$ cat src/rtl/read_port_arbiter_pkg.sv
// Shared types and default widths for the two-requester register-file read arbiter.
package read_port_arbiter_pkg;

    localparam int DEF_WORD_SIZE  = 5;
    localparam int DEF_DATA_WIDTH = 8;

    typedef enum logic [1:0] {
        IDLE  = 2'd0,
        ISSUE = 2'd1,
        RESP  = 2'd2
    } state_t;

endpackage

$ cat src/rtl/read_port_arbiter_rr_pick2.sv
// Two-way round-robin picker: the pointer breaks ties, a lone request always wins.
module rr_pick2 (
    input  logic [1:0] req,
    input  logic       pointer,
    output logic       winner,
    output logic       any
);

    assign any    = |req;
    assign winner = (&req) ? pointer : req[1];

endmodule

$ cat src/rtl/read_port_arbiter.sv
// Arbitrates two read requesters onto one register-file read port (IDLE -> ISSUE -> RESP).
module read_port_arbiter
    import read_port_arbiter_pkg::*;
#(
    parameter int WORD_SIZE  = DEF_WORD_SIZE,
    parameter int DATA_WIDTH = DEF_DATA_WIDTH
) (
    input  logic                  clk,
    input  logic                  rst_n,
    input  logic                  req0,
    input  logic [WORD_SIZE-1:0]  addr0,
    input  logic                  req1,
    input  logic [WORD_SIZE-1:0]  addr1,
    output logic                  mux_select,
    output logic                  rf_rd_en,
    input  logic [DATA_WIDTH-1:0] rf_rdata,
    output logic                  gnt0,
    output logic                  gnt1,
    output logic                  rvalid0,
    output logic                  rvalid1,
    output logic [DATA_WIDTH-1:0] rdata,
    output logic                  busy
);

    state_t state, state_nxt;
    logic   ptr;
    logic   winner;
    logic   any;

    // Addresses only feed the external mux; they are listed here to keep the interface whole.
    logic   unused_addr;
    assign unused_addr = ^{addr0, addr1};

    rr_pick2 u_pick (
        .req    ({req1, req0}),
        .pointer(ptr),
        .winner (winner),
        .any    (any)
    );

    always_comb begin
        state_nxt = state;
        case (state)
            IDLE:    if (any) state_nxt = ISSUE;
            ISSUE:   state_nxt = RESP;
            RESP:    state_nxt = IDLE;
            default: state_nxt = IDLE;
        endcase
    end

    always_ff @(posedge clk or negedge rst_n) begin
        if (!rst_n) begin
            state      <= IDLE;
            ptr        <= 1'b0;
            mux_select <= 1'b0;
            rdata      <= '0;
            rvalid0    <= 1'b0;
            rvalid1    <= 1'b0;
        end else begin
            state   <= state_nxt;
            rvalid0 <= 1'b0;
            rvalid1 <= 1'b0;
            // mux_select doubles as the latched winner for the rest of the transaction
            if (state == IDLE && any) begin
                mux_select <= winner;
                ptr        <= ~winner;
            end
            if (state == RESP) begin
                rdata   <= rf_rdata;
                rvalid0 <= ~mux_select;
                rvalid1 <= mux_select;
            end
        end
    end

    assign rf_rd_en = (state == ISSUE);
    assign gnt0     = rf_rd_en & ~mux_select;
    assign gnt1     = rf_rd_en & mux_select;
    assign busy     = (state != IDLE);

endmodule

$ cat config.mk
export PLATFORM = sky130hd
export DESIGN_NAME = read_port_arbiter
export DESIGN_NICKNAME = d
export VERILOG_FILES = /design/src/rtl/read_port_arbiter_pkg.sv /design/src/rtl/read_port_arbiter_rr_pick2.sv /design/src/rtl/read_port_arbiter.sv
export SDC_FILE = /design/constraint.sdc
export NUM_CORES = 1
export LEC_CHECK = 0
export ABC_AREA = 1
export CAP_MARGIN = 10
export CORE_MARGIN = 5
export CORE_UTILIZATION = 38
export DETAILED_ROUTE_END_ITERATION = 8
export GPL_TIMING_DRIVEN = 0
export PLACE_DENSITY_LB_ADDON = 0.15
export SLEW_MARGIN = 20
export SYNTH_ARGS = -nofsm -noshare
export SYNTH_HDL_FRONTEND = slang
export SYNTH_SLANG_ARGS = --single-unit
$ cat constraint.sdc
create_clock -name clk -period 1.5 [get_ports clk]
set_input_delay 0.225 -clock clk [delete_from_list [all_inputs] [get_ports clk]]
set_output_delay 0.225 -clock clk [all_outputs]
set_load 0.005 [all_outputs]
==> impl_results.md <==
- Maximum fanout along the worst path: 10
- Global route total overflow: 0
- Most area-hungry cell type in the Yosys netlist: sky130_fd_sc_hd__dfrtp_1
- Leakage power: 0.470 nW
- Die outline width: slightly above 50 um
- RSZ-0062 raised after global routing: yes
- Worst skew pair latency: about 0.28 ns
- Type of origin of the critical path: flop
- Area added between synthesis and finish: 50.0%
- Most used DFF post-synth: sky130_fd_sc_hd__dfrtp_1
- Post-route DRC: 0
- Fraction of final layout cells sized beyond drive strength 1: 0.192
- Io pins: 37
- Clock transition at the registers of the reported paths: 0.09 ns
- H-Tree Depth: 1
- Worst clock skew on the final layout: 0.00235 ns
- Root Buffer: sky130_fd_sc_hd__clkbuf_4
- Top post-synthesis cells by area: sky130_fd_sc_hd__dfrtp_1 (57%), sky130_fd_sc_hd__nand2_1 (15%), sky130_fd_sc_hd__nand3_1 (7.3%)
- Largest net degree at the start of global routing: 15
- Total clock buffers created by CTS: 3
- Synth top area share: 0.567
- Cell count after synthesis: 68
- PortBufs: 26
- Register bit count reported by yosys: 14
- Pre-antenna DRT Iters: 4
- Worst reg2reg startpoint: state[1]$_DFFE_PN0P_
- Critical path capture point type: output port
- Post-detailed-route via-to-cell ratio: 4.60
- Sequential fraction of the synthesis area: 0.567
- Measured slew at the worst slew-check pin: 0.644 ns
- Cell with the most instances after synthesis: sky130_fd_sc_hd__nand2_1
- Status: finished clean
- Netlist Area Pre-Place: 618 sq um
- Fraction of the cycle the final worst path needs: 0.969
- Quantity of hold-fixing buffers added after cts: 0
- Die area: approximately 2500 sq um
- Antenna Nets Post-Route: 0
- Ys Warns: 0
- Half-perimeter wire length after placement: 1030 um
- Initial core utilization: 0.406
- Net Count, Synth: 90
- CP startpoint: state[1]$_DFFE_PN0P_
- Cell row count: 14
- Crit-path most repeated cell: sky130_fd_sc_hd__buf_6
- Total Nets Final: ~120
- Number of max-cap violations: 0
- Max Slew Vio Count: 0
- Core region area: 1520 sq um
- Vias in the first global route: 504
- Vias post-DR: 529
- Area taken by flip-flops and latches: 352 sq um
- Hold violation total from the final report: 0
- Post-synthesis cell type count: 12
- Global-route wire length before repair: 2260 um
- Gr usage total: 0.118
- Initial drt markers: 10
- Top achievable clock speed: 688 MHz
- Minimum clock period: 1.45 ns
- Worst min path class: in2async
- Commonest cells in the synthesized netlist: sky130_fd_sc_hd__nand2_1 (24), sky130_fd_sc_hd__dfrtp_1 (14), sky130_fd_sc_hd__nand3_1 (9), sky130_fd_sc_hd__nor2_1 (6), sky130_fd_sc_hd__inv_1 (4)
- Number of enable flip-flop cells after synthesis: 0
- Number of antenna violations at the first check in global routing: 0
- Setup violation total in the final timing report: 0
- CP Data Arrival Time: 1.23 ns
- Share of the core filled with cells in the final layout: 0.608
- Remaining max-slew budget at the tightest pin: 0.569
- Mean routed wirelength per cell: 11.9 um
- Critical path type: reg2out
- Area taken by multi-input logic gates: 211 sq um
- Syn_area_per_cell: about 9.1 sq um
- Post-synth ARST share: 1.00
- Wire length after detailed routing: 1370 um
- Count of buffering cells on the critical path with inverters included: 3
- Final weighted congestion of routability-driven global placement: between 0.6 and 0.7
- Library cell contributing the largest single delay on the critical path: sky130_fd_sc_hd__dfrtp_1
- CP peak stage delay: 0.38 ns
- Buffer depth of the longest clock path: 2
- Placed cell areas: 898 sq um
- Die span in y: between 50 and 60 um
- Crit path cell chain: buf_6 > buf_6 > nor3_2 > buf_2
- Areal power density over the cells: approximately 2000 nW/um^2
- Post-layout instance area: 927 sq um
- Total of fill cells in the finished design: about 150
- Data required time of the critical path: 1.27 ns
- CTS tree: yes
- Family with the most delay on the worst path: buffers and inverters
- Number of clock sinks: 14
- Number of antenna repair diodes: 0
- Peak ir drop on the vdd network: around 1 mV
[final timing paths]
path,slack (ns),depth (start not counted),endpoint
min in group clk,0.47,2,rdata[0]$_DFFE_PN0N_
worst max register to register,0.52,5,mux_select$_DFFE_PN0P_
worst min-delay path,0.34,1,rdata[7]$_DFFE_PN0N_
worst max-delay path,0.05,4,gnt1
worst min register to register,0.47,2,rdata[0]$_DFFE_PN0N_
max in group asynchronous,0.72,1,mux_select$_DFFE_PN0P_
[state kept, by name (all words and copies together) (netlist names)]
name / cells
state: 2
mux_select: 1
ptr: 1
rdata: 8
rvalid0: 1
rvalid1: 1
[per-stage QoR]
step	setup slack [ns]	std cells	TNS, ns	power, W	hold WS, ns
after global routing	-0.0492	115	-0.0817	0.00199	0.380
final	0.0470	115	0	0.00183	0.337
after floorplan	0.494	68	0	0.00111	-0.0706
after global placement	-0.0396	110	-0.0693	0.00159	0.453
after detailed placement	-0.0447	110	-0.0871	0.00161	0.458
after CTS	0.00995	114	0	0.00184	0.357
[layout by cell type (no fill, tap or decap), drive strengths merged, types with 2 or more instances in the layout]
cell | Yosys | layout
buf | 3 | 6
nor3 | 2 | 2
nand2 | 26 | 26
clkbuf | 0 | 5
nor2 | 7 | 7
inv | 6 | 6
dfrtp | 14 | 14
nand3 | 9 | 9
clkdlybuf4s50 | 0 | 22
[layout make-up]
type | instances | share of cell area
repair buffers | 27 | 0.271
multi-input cells | 45 | 0.228
inverters | 6 | 0.0243
plain buffers | 3 | 0.0364
flip-flops and latches | 14 | 0.379
clock buffers | 4 | 0.0391
well taps | 16 | 0.0216
[layer usage]
| metal | up-vias | share of wire | GRT usage | wire (um) |
|---|---|---|---|---|
| met5 | - | 0 | 0 | 0 |
| met4 | 0 | 0.0058 | 0.0511 | 8 |
| met3 | 2 | 0.080 | 0.0473 | 109 |
| li1 | 271 | - | - | - |
| met2 | 15 | 0.48 | 0.174 | 664 |
| met1 | 241 | 0.43 | 0.152 | 587 |
[cell families (layout without fill, tap and decap cells)]
group,after synthesis,count (layout),synth area share
flops,14,14,0.567
simple gates,44,44,0.334
buf+inv,9,40,0.0911
compound gates,1,1,0.00809
[repair_timing]
action                                  in CTS  in global routing
pin swaps                                    0                  0
endpoints found under the setup margin       4                  4
resized for setup                           10                  3
buffers inserted                             0                  1
[where the power goes]
part           switching, W  leakage [nW]  internal, W
registers         0.0000934         0.174     0.000552
clock network      0.000126        0.0210     0.000148
logic              0.000421         0.275     0.000493
(Power assumes the default switching activity.)
